$ cat config.mk
export PLATFORM = sky130hd
export DESIGN_NAME = banco_reg_param
export DESIGN_NICKNAME = d
export VERILOG_FILES = /design/src/rtl/banco_reg_param.sv
export SDC_FILE = /design/constraint.sdc
export NUM_CORES = 1
export LEC_CHECK = 0
export CAP_MARGIN = 40
export CELL_PAD_IN_SITES_DETAIL_PLACEMENT = 1
export CELL_PAD_IN_SITES_GLOBAL_PLACEMENT = 2
export CORE_ASPECT_RATIO = 1.75
export CORE_MARGIN = 5
export CORE_UTILIZATION = 49
export CTS_CLUSTER_DIAMETER = 40
export DETAILED_ROUTE_END_ITERATION = 7
export PLACE_DENSITY = 0.84
export SYNTH_ARGS = -nofsm -noshare
export SYNTH_HDL_FRONTEND = slang
export SYNTH_SLANG_ARGS = --single-unit
$ cat constraint.sdc
create_clock -name clk -period 3.65 [get_ports clk]
set_clock_uncertainty 0.05 [all_clocks]
set_input_delay 0.5475 -clock clk [delete_from_list [all_inputs] [get_ports clk]]
set_output_delay 0.5475 -clock clk [all_outputs]
set_load 0.005 [all_outputs]
$ cat src/rtl/banco_reg_param.sv
// Parametrised register bank: one write port, N_RD registered read ports, one memory copy per
// read port. An init sequencer zeroes every entry after reset before the bank reports listo.
module banco_reg_param #(
   parameter int DATA_W    = 32,
   parameter int ADDR_W    = 5,
   parameter int N_RD      = 2,
   parameter int BYPASS    = 1,
   parameter int ZERO_REG0 = 1
) (
   input  logic                     clk,
   input  logic                     rst,
   input  logic                     hab_w,
   input  logic [ADDR_W-1:0]        addr_w,
   input  logic [DATA_W-1:0]        data_w,
   input  logic [N_RD-1:0]          hab_r,
   input  logic [N_RD*ADDR_W-1:0]   addr_r,
   output logic [N_RD*DATA_W-1:0]   data_r,
   output logic                     listo,
   output logic                     o_dbg_estado
);

   localparam int DEPTH = 1 << ADDR_W;

   typedef enum logic {INIT = 1'b0, RUN = 1'b1} estado_t;

   estado_t           r_estado, w_estado_next;
   logic [ADDR_W-1:0] r_cnt, w_cnt_next;
   logic              r_listo, w_listo_next;

   always_ff @(posedge clk) begin
      if (!rst) begin
         r_estado <= INIT;
         r_cnt    <= '0;
         r_listo  <= 1'b0;
      end else begin
         r_estado <= w_estado_next;
         r_cnt    <= w_cnt_next;
         r_listo  <= w_listo_next;
      end
   end

   always_comb begin
      w_estado_next = r_estado;
      w_cnt_next    = r_cnt;
      w_listo_next  = r_listo;
      case (r_estado)
         INIT: begin
            // Last clearing write happens at DEPTH-1; cnt holds there instead of wrapping.
            if (r_cnt == ADDR_W'(DEPTH - 1)) begin
               w_estado_next = RUN;
               w_listo_next  = 1'b1;
            end else begin
               w_cnt_next = r_cnt + ADDR_W'(1);
            end
         end
         RUN: begin
            w_estado_next = RUN;
         end
         default: begin
            w_estado_next = INIT;
         end
      endcase
   end

   assign listo        = r_listo;
   assign o_dbg_estado = (r_estado == RUN);

   // Shared write port: the sequencer owns it during INIT, writeback owns it in RUN.
   logic              w_discard;
   logic              w_user_we;
   logic              w_we;
   logic [ADDR_W-1:0] w_waddr;
   logic [DATA_W-1:0] w_wdata;

   assign w_discard = (ZERO_REG0 != 0) && (addr_w == '0);
   assign w_user_we = hab_w && !w_discard;
   assign w_we      = rst && ((r_estado == INIT) || w_user_we);
   assign w_waddr   = (r_estado == INIT) ? r_cnt : addr_w;
   assign w_wdata   = (r_estado == INIT) ? '0 : data_w;

   for (genvar i = 0; i < N_RD; i++) begin : g_bank
      logic [DATA_W-1:0] r_mem [DEPTH];
      logic [DATA_W-1:0] r_data;
      logic [ADDR_W-1:0] w_raddr;
      logic              w_bypass;
      logic [DATA_W-1:0] w_rdata;

      assign w_raddr  = addr_r[i*ADDR_W +: ADDR_W];
      assign w_bypass = (BYPASS != 0) && w_user_we && (addr_w == w_raddr);

      always_comb begin
         w_rdata = r_mem[w_raddr];
         if ((ZERO_REG0 != 0) && (w_raddr == '0)) begin
            w_rdata = '0;
         end else if (w_bypass) begin
            w_rdata = data_w;
         end
      end

      always_ff @(posedge clk) begin
         if (w_we) begin
            r_mem[w_waddr] <= w_wdata;
         end
      end

      always_ff @(posedge clk) begin
         if (!rst) begin
            r_data <= '0;
         end else if ((r_estado == RUN) && hab_r[i]) begin
            r_data <= w_rdata;
         end
      end

      assign data_r[i*DATA_W +: DATA_W] = r_data;
   end

endmodule

==> flow_summary.yaml <==
place:
  post-dp-hpwl_um: 113000
  gp_congestion: 0.881
  numPlacedInstances: 4101
  portBuffers: 117
final_layout:
  antenna-diode-count: 0
  fillCellCount: 8757
  register_area_sq_um: 32200
  finalNetCount: 2936
  final_common_cell: "edfxtp_1"
  drive_above_1_share_pct: 30.7
  multi_input_area_sq_um: 17100
  instances_no_fill: 4311
  areaGrowthSynthToFinish_pct: 17.1
  mostFrequentLayoutCells: "edfxtp_1, mux4_2, mux2i_1"
critical_path:
  cp_slowest_cell: "dfxtp_2"
  crit_path_max_incr_delay_ns: 0.82
  path_cells: "buf_4, clkdlybuf4s50_1"
  cp-end-kind: "output pin"
  cp_top_family: "buffers and inverters"
  worstPathArrival_ns: 2.59
  criticalPathCategory: "flip-flop to output pin"
  cp.required_ns: 3.05
  critPathMaxFanout: 28
  worst-path-buf-inv: 2
  critPathLaunchType: "flip-flop"
timing:
  final_max_slew_viol_count: 0
  setup_viol: 0
  grt_setup_unrepaired: "no"
  max_freq_mhz: 314
  post-route-min-period_ns: 3.19
  slew_headroom_pct: 30.8
  fin_crit_sh_pct: 87.4
  worst_pin_slew_ns: 1.04
  hold_viol: 0
  fin_setup_tns_ns: 0
clocking:
  h-tree-depth: 3
  numClockSinks: 1095
  numCtsBuffers: 107
  cts_tree: "built"
  post_cts_buffers: 0
  cts_resized: 0
  clkSlewWorstSetupHoldPaths_ns: 0.06
  clock_path_buffers: 3
  holdBufCountCts: 0
  worst_skew_pair.late_latency_ns: 0.74
  clockRootBuffer: "clkbuf_16"
power:
  internal_power_mw: 21.4
  p_leak_nw: 18.5
  p_switching_mw: 6.45
  seq_power_share_pct: 49.1
  p_total_mw: 27.8
  p_comb_share_pct: 7.1
  vdd_drop_max_mv: 0.402
  powerDensity_nw_per_um2: 474
  pwr-share-clk_pct: 43.8
  p_sw_share_pct: 23.2
floorplan:
  dieWidth_um: 252
  die_h_um: 433
  io_pins: 118
  start_util_pct: 49.2
  std_cell_rows: 155
  core_area_sq_um: 102000
  die_area_sq_um: 109000
routing:
  routedWlPerCell_um: 41.8
  vias: 31600
  vias_per_cell: 7.33
  drt_wl_total_um: 180000
  final_antenna_net_count: 0
  drtIter0Drc: 4239
  firstDrtPassIters: 6
  remaining_drc_errors: 0
grt:
  antenna_found_initial: 1
  grt_pass1_wl_um: 254000
  track_usage_pct: 32.7
  grt_max_degree: 101
  grt_pass1_vias: 33900
  grt-ovfl-total: 0
synth:
  synth_flop_cell: "edfxtp_1"
  ys_seq_area_share_pct: 64.2
  synth_seq_cells: 1095
  synth_area_sq_um: 50100
  syn-num-nets: 2713
  syn_inst: 2659
  yosys_warnings: 0
  synth_cell_types: 63
  avgSynthCellArea_sq_um: 18.9
  synth_edf_count: 1024
  ys_async_sr_fraction_pct: 0
run_status:
  status: "finished clean"
run:
  cap_violations: 0
min_path:
  hp-class: "flip-flop to flip-flop"
-- routing by layer --
layer | track usage (%) | up-vias | share of wire, %
li1 | - | 12000 | -
met1 | 38.9 | 16600 | 33
met2 | 55.0 | 2365 | 50
met3 | 6.76 | 636 | 9.5
met4 | 19.6 | 2 | 7.3
met5 | 0 | - | 0.0072
-- kinds of logic after synthesis --
group	count (synthesis)	synth area share, %
fa+ha+maj	2	0.0499
simple gates	295	3.53
flops	1095	64.2
mux	619	23.0
compound gates	412	6.58
xor+xnor	13	0.227
buf+inv	223	2.41
-- final timing paths --
path	start	to	slack (ns)	depth (start not counted)
setup / recovery	o_dbg_estado	o_dbg_estado	0.46	2
hold / removal	listo	listo	0.42	1
setup reg to reg	o_dbg_estado	g_bank[1].r_mem[0][3]	0.61	5
hold reg to reg	listo	listo	0.42	1
-- cell usage after synthesis (11+ instances only) --
master	instances	area [sq um]
buf_6	27	304
buf_2	77	385
nor2b_1	73	457
nand2_1	42	158
o221ai_1	43	377
clkbuf_1	89	334
dfxtp_1	71	1420
a211oi_1	93	698
nor2_1	37	139
edfxtp_1	1024	30700
nor4_1	37	231
mux4_2	424	9550
a21oi_1	11	55.1
and2_1	37	231
nand3_1	26	130
mux2i_1	178	1780
buf_4	16	120
buf_1	11	41.3
a22o_1	20	175
o22ai_1	50	313
xnor2_1	13	114
a221o_1	52	521
o22a_1	32	280
a22oi_1	60	450
-- registers in the layout (all words and copies together) (netlist names) --
signal	count
g_bank.r_data	64
listo	1
o_dbg_estado	1
g_bank.r_mem	1024
r_cnt	5
-- per-stage QoR --
| stage | hold WS [ns] | worst slack (ns) | util [%] | instance area (sq um) |
|---|---|---|---|---|
| after floorplan | 0.414 | 0.364 | - | 50100 |
| after CTS | 0.384 | 0.443 | 57.6 | 58600 |
| final | 0.422 | 0.461 | 57.7 | 58700 |
| after global placement | 0.420 | 0.0227 | 53.3 | 54300 |
| after detailed placement | 0.421 | 0.163 | 53.8 | 54800 |
| after global routing | 0.430 | 0.439 | 57.7 | 58700 |
-- power groups by stage --
stage / Sequential, mW / Clock [mW] / Combinational, mW
3_3_place_gp: 13.9 / 0 / 1.89
2_1_floorplan: 13.9 / 0 / 1.21
4_1_cts: 13.6 / 12.3 / 1.95
5_1_grt: 13.6 / 12.8 / 2.03
6_report: 13.6 / 12.2 / 1.98
3_5_place_dp: 13.9 / 0 / 1.94
-- worst register-to-register path, stage by stage, from the launching register on --
cell	delay, ns
dfxtp_2	0.82
mux2i_1	0.46
nand3_1	0.19
buf_12	0.20
nor2_4	0.58
buf_4	0.39
-- area by class of cell --
cell class	instances	share of cell area [%]
Clock inverter	67	1.61
Inverter	1	0.00639
Tap cell	1334	2.84
Clock buffer	137	4.96
Sequential cell	1095	54.8
Multi-Input combinational cell	1341	29.1
Timing Repair Buffer	336	6.73
(Power assumes the default switching activity.)
